$ cat src/rtl/sdram_arb_pkg.sv
// Shared types and constants for the SDRAM multi-port arbiter.
package sdram_arb_pkg;

  typedef enum logic {
    IDLE = 1'b0,
    BUSY = 1'b1
  } arb_state_t;

  localparam int ARB_RR    = 0;
  localparam int ARB_FIXED = 1;

  // Width of a port index; a single-port build still needs one bit.
  function automatic int idx_w(input int n);
    return (n > 1) ? $clog2(n) : 1;
  endfunction

endpackage

$ cat src/rtl/sdram_port_arb_rr_pick.sv
// Combinational masked picker: round-robin from a start index, or lowest index first.
module rr_pick
  import sdram_arb_pkg::*;
#(
  parameter int NUM_PORTS = 2,
  parameter int MODE      = ARB_RR,
  parameter int IDX_W     = idx_w(NUM_PORTS)
) (
  input  logic [NUM_PORTS-1:0] i_req,
  input  logic [NUM_PORTS-1:0] i_mask,
  input  logic [IDX_W-1:0]     i_start,
  output logic                 o_valid,
  output logic [IDX_W-1:0]     o_grant
);

  logic [NUM_PORTS-1:0] w_cand;
  int                   w_idx;

  assign w_cand = i_req & ~i_mask;

  always_comb begin
    o_valid = 1'b0;
    o_grant = '0;
    w_idx   = 0;
    if (MODE == ARB_FIXED) begin
      for (int i = NUM_PORTS - 1; i >= 0; i--) begin
        if (w_cand[i]) begin
          o_valid = 1'b1;
          o_grant = IDX_W'(i);
        end
      end
    end else begin
      // Walk the ring starting at i_start; the first hit wins.
      for (int k = 0; k < NUM_PORTS; k++) begin
        w_idx = int'(i_start) + k;
        if (w_idx >= NUM_PORTS) w_idx = w_idx - NUM_PORTS;
        if (!o_valid && w_cand[w_idx]) begin
          o_valid = 1'b1;
          o_grant = IDX_W'(w_idx);
        end
      end
    end
  end

endmodule

$ cat src/rtl/sdram_port_arb.sv
// N-client front end for the single-port SDRAM controller; one transaction per cep slot.
module sdram_port_arb
  import sdram_arb_pkg::*;
#(
  parameter int NUM_PORTS = 2,
  parameter int ADDR_W    = 25,
  parameter int DATA_W    = 16,
  parameter int DS_W      = DATA_W / 8,
  parameter int ARB_MODE  = ARB_RR
) (
  input  logic                        clk_sys,
  input  logic                        RESET,
  input  logic                        cep,
  input  logic [NUM_PORTS-1:0]        port_req,
  input  logic [NUM_PORTS-1:0]        port_we,
  input  logic [NUM_PORTS*ADDR_W-1:0] port_addr,
  input  logic [NUM_PORTS*DATA_W-1:0] port_din,
  input  logic [NUM_PORTS*DS_W-1:0]   port_ds,
  output logic [NUM_PORTS-1:0]        port_ack,
  output logic [DATA_W-1:0]           port_dout,
  output logic [ADDR_W-1:0]           sdram_addr,
  output logic [DATA_W-1:0]           sdram_din,
  output logic [DS_W-1:0]             sdram_ds,
  output logic                        sdram_we,
  output logic                        sdram_oe,
  input  logic [DATA_W-1:0]           sdram_out
);

  localparam int                IDX_W    = idx_w(NUM_PORTS);
  localparam logic [IDX_W-1:0] LAST_IDX = IDX_W'(NUM_PORTS - 1);

  arb_state_t           r_state;
  logic [IDX_W-1:0]     r_grant;
  logic [IDX_W-1:0]     r_last;
  logic [NUM_PORTS-1:0] r_ack;
  logic [DATA_W-1:0]    r_dout;
  logic [ADDR_W-1:0]    r_addr;
  logic [DATA_W-1:0]    r_din;
  logic [DS_W-1:0]      r_ds;
  logic                 r_we;
  logic                 r_oe;

  logic [IDX_W-1:0]     w_start;
  logic [NUM_PORTS-1:0] w_done;
  logic                 w_valid;
  logic [IDX_W-1:0]     w_pick;
  logic [ADDR_W-1:0]    w_sel_addr;
  logic [DATA_W-1:0]    w_sel_din;
  logic [DS_W-1:0]      w_sel_ds;
  logic                 w_sel_we;

  assign w_start = (r_last >= LAST_IDX) ? '0 : r_last + 1'b1;

  // The port finishing this slot is masked so it cannot be re-granted at the same cep.
  always_comb begin
    w_done = '0;
    for (int i = 0; i < NUM_PORTS; i++) begin
      w_done[i] = (r_state == BUSY) && (r_grant == IDX_W'(i));
    end
  end

  rr_pick #(
    .NUM_PORTS (NUM_PORTS),
    .MODE      (ARB_MODE),
    .IDX_W     (IDX_W)
  ) u_pick (
    .i_req   (port_req),
    .i_mask  (w_done),
    .i_start (w_start),
    .o_valid (w_valid),
    .o_grant (w_pick)
  );

  always_comb begin
    w_sel_addr = '0;
    w_sel_din  = '0;
    w_sel_ds   = '0;
    w_sel_we   = 1'b0;
    for (int i = 0; i < NUM_PORTS; i++) begin
      if (w_pick == IDX_W'(i)) begin
        w_sel_addr = port_addr[i*ADDR_W +: ADDR_W];
        w_sel_din  = port_din[i*DATA_W +: DATA_W];
        w_sel_ds   = port_ds[i*DS_W +: DS_W];
        w_sel_we   = port_we[i];
      end
    end
  end

  always_ff @(posedge clk_sys) begin
    if (RESET) begin
      r_state <= IDLE;
      r_grant <= '0;
      r_last  <= LAST_IDX;
      r_ack   <= '0;
      r_dout  <= '0;
      r_addr  <= '0;
      r_din   <= '0;
      r_ds    <= '0;
      r_we    <= 1'b0;
      r_oe    <= 1'b0;
    end else begin
      r_ack <= '0;
      if (cep) begin
        if (r_state == BUSY) begin
          r_ack <= w_done;
          if (r_oe) r_dout <= sdram_out;
        end
        if (w_valid) begin
          r_state <= BUSY;
          r_grant <= w_pick;
          r_last  <= w_pick;
          r_addr  <= w_sel_addr;
          r_din   <= w_sel_din;
          r_ds    <= w_sel_ds;
          r_we    <= w_sel_we;
          r_oe    <= ~w_sel_we;
        end else begin
          // Address/data hold their last values through an idle slot.
          r_state <= IDLE;
          r_we    <= 1'b0;
          r_oe    <= 1'b0;
        end
      end
    end
  end

  assign port_ack   = r_ack;
  assign port_dout  = r_dout;
  assign sdram_addr = r_addr;
  assign sdram_din  = r_din;
  assign sdram_ds   = r_ds;
  assign sdram_we   = r_we;
  assign sdram_oe   = r_oe;

endmodule

$ cat config.mk
export PLATFORM = sky130hd
export DESIGN_NAME = sdram_port_arb
export DESIGN_NICKNAME = d
export VERILOG_FILES = /design/src/rtl/sdram_arb_pkg.sv /design/src/rtl/sdram_port_arb_rr_pick.sv /design/src/rtl/sdram_port_arb.sv
export SDC_FILE = /design/constraint.sdc
export NUM_CORES = 1
export LEC_CHECK = 0
export ABC_AREA = 0
export CORE_AREA = 2 2 94 96
export DETAILED_ROUTE_END_ITERATION = 12
export DIE_AREA = 0 0 96 98
export PLACE_DENSITY = 0.77
export SYNTH_ARGS = -nofsm -noshare
export SYNTH_HDL_FRONTEND = slang
export SYNTH_HIERARCHICAL = 1
export SYNTH_SLANG_ARGS = --single-unit
$ cat constraint.sdc
create_clock -name clk_sys -period 2 [get_ports clk_sys]
set_clock_uncertainty 0.2 [all_clocks]
set_input_delay 0.4 -clock clk_sys [delete_from_list [all_inputs] [get_ports clk_sys]]
set_output_delay 0.4 -clock clk_sys [all_outputs]
set_load 0.02 [all_outputs]
==> results of run 1 <==
per-stage QoR:
step | cells | hold slack (ns) | setup WS (ns)
finish | 578 | 0.275 | 0.0604
global route | 578 | 0.290 | 0.00513
CTS | 578 | 0.279 | 0.0368
detailed placement | 562 | 0.268 | -0.224
global placement | 562 | 0.257 | -0.175
floorplan | 301 | 0.240 | 0.322
final cells by class:
class,instances,area [um2],share of cell area (%)
multi-input cells,199,1710,32.5
well taps,108,135,2.57
inverters,4,15.0,0.286
flip-flops and latches,66,1320,25.1
clock buffers,11,141,2.69
repair buffers,185,1860,35.4
clock inverters,5,77.6,1.48
cell families (layout without fill, tap and decap cells):
group / Yosys count / in the layout / share of synthesized area (%)
muxes: 60 / 60 / 18.5
and+or+nand+nor: 46 / 46 / 9.24
DFF: 66 / 66 / 40.6
AOI/OAI and AO/OA: 93 / 93 / 24.1
buffers and inverters: 36 / 205 / 7.54
how the worst min path moves through the flow:
stage                     cells after the start  slack, ns                       from                        end
final                                         2       0.27  port_dout[3]$_SDFFE_PP0P_  port_dout[3]$_SDFFE_PP0P_
after floorplan                               1       0.24       r_grant$_SDFFE_PP0P_     port_ack[0]$_SDFF_PP0_
after global placement                        2       0.26  port_dout[6]$_SDFFE_PP0P_  port_dout[6]$_SDFFE_PP0P_
after CTS                                     2       0.28  port_dout[7]$_SDFFE_PP0P_  port_dout[7]$_SDFFE_PP0P_
after global routing                          2       0.29  port_dout[3]$_SDFFE_PP0P_  port_dout[3]$_SDFFE_PP0P_
after detailed placement                      2       0.27  port_dout[7]$_SDFFE_PP0P_  port_dout[7]$_SDFFE_PP0P_
power groups by stage:
stage | combinational, mW | sequential (mW) | clock [mW]
finish | 0.935 | 1.44 | 1.24
global route | 1.00 | 1.45 | 1.33
CTS | 0.947 | 1.44 | 1.28
detailed placement | 0.944 | 1.47 | 0
global placement | 0.930 | 1.47 | 0
floorplan | 0.398 | 1.57 | 0
placed cells by master, fill, tap and decap left out:
master                            synthesis  routed
sky130_fd_sc_hd__clkdlybuf4s50_1          0     169
sky130_fd_sc_hd__dfxtp_1                 66      66
sky130_fd_sc_hd__mux2i_1                 60      60
sky130_fd_sc_hd__a21oi_1                 45      45
sky130_fd_sc_hd__a211oi_2                39      39
sky130_fd_sc_hd__nand2b_1                33      33
sky130_fd_sc_hd__buf_4                    3      11
sky130_fd_sc_hd__clkbuf_8                 0      10
sky130_fd_sc_hd__inv_1                    4       4
sky130_fd_sc_hd__a211oi_1                 4       4
sky130_fd_sc_hd__buf_12                   0       4
sky130_fd_sc_hd__nand2_1                  2       2
sky130_fd_sc_hd__nor3b_1                  2       2
sky130_fd_sc_hd__bufinv_16                0       2
sky130_fd_sc_hd__clkinv_2                 0       2
sky130_fd_sc_hd__nor2b_2                  0       1
sky130_fd_sc_hd__and2_1                   2       1
sky130_fd_sc_hd__and2_2                   0       1
sky130_fd_sc_hd__and3_4                   1       1
sky130_fd_sc_hd__nor3_1                   1       1
sky130_fd_sc_hd__nand3_1                  1       1
sky130_fd_sc_hd__a21bo_2                  1       1
sky130_fd_sc_hd__o211ai_1                 1       1
sky130_fd_sc_hd__or3b_1                   1       1
sky130_fd_sc_hd__o31ai_1                  1       1
sky130_fd_sc_hd__a31o_1                   1       1
sky130_fd_sc_hd__clkbuf_1                 5       1
sky130_fd_sc_hd__clkinvlp_4               0       1
sky130_fd_sc_hd__buf_2                   13       1
sky130_fd_sc_hd__nor3b_2                  1       1
sky130_fd_sc_hd__nor3_4                   0       1
sky130_fd_sc_hd__o22ai_4                  0       1
cell usage after synthesis:
cell                       count
sky130_fd_sc_hd__dfxtp_1      66
sky130_fd_sc_hd__mux2i_1      60
sky130_fd_sc_hd__a21oi_1      45
sky130_fd_sc_hd__a211oi_2     39
sky130_fd_sc_hd__nand2b_1     33
sky130_fd_sc_hd__buf_2        13
sky130_fd_sc_hd__buf_6        11
sky130_fd_sc_hd__clkbuf_1      5
sky130_fd_sc_hd__a211oi_1      4
sky130_fd_sc_hd__inv_1         4
sky130_fd_sc_hd__buf_4         3
sky130_fd_sc_hd__and2_1        2
sky130_fd_sc_hd__nand2_1       2
sky130_fd_sc_hd__nor3b_1       2
sky130_fd_sc_hd__a21bo_2       1
sky130_fd_sc_hd__a31o_1        1
sky130_fd_sc_hd__and3_4        1
sky130_fd_sc_hd__nand3_1       1
sky130_fd_sc_hd__nor2b_1       1
sky130_fd_sc_hd__nor3_1        1
sky130_fd_sc_hd__nor3_2        1
sky130_fd_sc_hd__nor3b_2       1
sky130_fd_sc_hd__o211ai_1      1
sky130_fd_sc_hd__o22ai_1       1
sky130_fd_sc_hd__o31ai_1       1
sky130_fd_sc_hd__or3b_1        1
flip-flops by register name, summed over array words and instances (netlist names):
register    flops
sdram_we        1
r_grant         1
r_last          1
port_ack        2
sdram_ds        2
sdram_din      16
sdram_addr     25
sdram_oe        1
r_state         1
port_dout      16
metal layers:
layer | share of wire [%] | track usage [%] | wire, um | vias to the layer above
li1 | - | - | - | 1416
met1 | 40 | 21.7 | 3520 | 1325
met2 | 46 | 29.5 | 4070 | 124
met3 | 13 | 8.02 | 1120 | 12
met4 | 1.8 | 9.34 | 157 | 0
met5 | 0 | 0 | 0 | -
what timing repair did:
item,in CTS,in global routing
buffers inserted,0,0
hold buffers,0,0
resized for setup,0,1
endpoints found under the setup margin,0,21
==> flow_summary.rst, run 1 <==
.. list-table::
   :header-rows: 1

   * - Metric
     - Value
   * - Outcome
     - complete, no violations
   * - Number of nets still failing antenna checks after routing
     - 0
   * - Remaining global-route overflow
     - 0
   * - Number of antenna repair diodes
     - 0
   * - Post-route fraction of the period consumed by the critical path
     - 97.0%
   * - Die Span Y
     - 98 um
   * - Slew at the pin closest to its max-slew limit
     - 0.474 ns
   * - First-pass GRT wire length
     - 13800 um
   * - Total GRT Usage
     - 18.8%
   * - Worst rel slew slack
     - 68.4%
   * - CTS Root Cell
     - sky130_fd_sc_hd__clkbuf_8
   * - Largest area contributor in the synthesized netlist
     - sky130_fd_sc_hd__dfxtp_1
   * - Share of post-route cells with drive strength above 1
     - 16.4%
   * - Total number of vias
     - 2877
   * - Final core utilization
     - 62.1%
   * - Max FO, Critical Path
     - 2
   * - CP top delay family
     - buffers and inverters
   * - Source of the worst register-to-register timing path
     - r_state$_SDFFE_PP0P_
   * - Category of the worst setup path launch point
     - flip-flop
   * - Post-synthesis instance area
     - 0.00325 mm2
   * - Internal Pwr Total
     - 2.65 mW
   * - Average wire length per cell after detail routing
     - 15.4 um
   * - Fillcell total
     - 717
   * - Number of clock buffers inserted by TritonCTS
     - 9
   * - Vias in the first global route
     - 2919
   * - Ordered cell list for the critical path
     - clkdlybuf4s50_1
   * - Top achievable clock speed
     - 0.516 GHz
   * - Number of cells on the critical path
     - 1
   * - Sequential power share
     - 39.9%
   * - Worst setup path end
     - sdram_addr[1]
   * - Hold violation count in the final report
     - 0
   * - Final worst path period need
     - 1.94 ns
   * - Clock share of power
     - 34.2%
   * - Post-Syn Nets
     - 410
   * - Longest Clk Path Bufs
     - 2
   * - Latest clock arrival within the worst-skew pair
     - 0.34 ns
   * - Post-layout instance area
     - 0.00526 mm2
   * - Arrival @ worst endpoint
     - 1.34 ns
   * - TritonCTS sink count
     - 66
   * - Crit path largest cell delay
     - 0.64 ns
   * - Violation count after the first detailed-routing iteration
     - 56
   * - Standard-cell rows
     - 34
   * - Min-Delay Path Class
     - flip-flop to flip-flop
   * - Post-route total power
     - 3.62 mW
   * - CORE AREA
     - 0.00847 mm2
   * - Standard cell area after detailed placement
     - 0.00504 mm2
   * - Port Buffer Count
     - 171
   * - Worst reg2reg path depth
     - 6
   * - Detail Placement HPWL
     - 6470 um
   * - Area Overhead vs Synth
     - 61.7%
   * - Accumulated negative setup slack
     - 0 ns
   * - Number of instances in the synthesized netlist
     - 301
   * - Pin count of the biggest net entering global routing
     - 51
   * - Drt pass-1 iters
     - 4
   * - Placer's final routability congestion estimate
     - 0.738
   * - Count of max-cap constraint violations
     - 0
   * - Total Routed Length
     - 8880 um
   * - Number of flip-flops and latches in the synthesized netlist
     - 66
   * - Die X
     - 96 um
   * - Leakage power figure
     - 1.88 nW
   * - Classification of the worst setup path
     - flip-flop to output port
   * - Net switching fraction of the power
     - 26.8%
   * - Reg-to-reg setup timing slack
     - 0.16 ns
   * - Sort of element at the end of the critical path
     - output port
   * - Psw
     - 0.970 mW
   * - Leading cell types by total area after synthesis
     - sky130_fd_sc_hd__dfxtp_1, sky130_fd_sc_hd__mux2i_1, sky130_fd_sc_hd__a211oi_2
   * - Critical path buffers and inverters
     - 1
   * - Area enclosed by the die boundary
     - 0.00941 mm2
   * - Area share of the largest cell type after synthesis
     - 40.6%
   * - Mean Syn Cell Area
     - 10.8 um2
   * - Number of nets in the layout
     - 574
   * - RSZ-0062 raised after global routing
     - false
   * - Effective utilization at floorplan
     - 38.4%
   * - Number of setup violations in the final report
     - 0
   * - WP data required
     - 1.40 ns
   * - Count of distinct cell types in the synthesized netlist
     - 26
   * - Routed via count divided by cell count
     - 4.98
   * - Part of the Yosys area used for sequential elements
     - 40.6%
   * - Antenna violations before repair
     - 0
   * - Yosys synthesis warning count
     - 6
   * - Timing startpoint of the critical path
     - sdram_addr[1]$_SDFFE_PP0P_
   * - Peak ir drop on the vdd network
     - 0.379 mV
   * - Total power density per cell area
     - 688 mW/mm2
   * - Max-slew violation count
     - 0
   * - Clock transition time at the flip-flop clock pins of the worst setup and hold paths
     - 0.07 ns
   * - IO Count
     - 172
   * - H-tree levels
     - 3
   * - Combinational share of power
     - 25.8%
   * - CTS tree
     - built
   * - Slowest cell on crit path
     - sky130_fd_sc_hd__clkdlybuf4s50_1
   * - FF-to-FF End
     - sdram_addr[18]$_SDFFE_PP0P_
   * - DRC violation count after routing
     - 0
Power figures use the tool's default switching activity.
==> run 2, diff against run 1 <==
--- a/config.mk
+++ b/config.mk
@@ -10,6 +10,7 @@
 export DETAILED_ROUTE_END_ITERATION = 12
 export DIE_AREA = 0 0 96 98
 export PLACE_DENSITY = 0.77
+export SLEW_MARGIN = 30
 export SYNTH_ARGS = -nofsm -noshare
 export SYNTH_HDL_FRONTEND = slang
 export SYNTH_HIERARCHICAL = 1
==> results of run 2 <==
Final layout, timing and power as in run 1 (identical DEF).
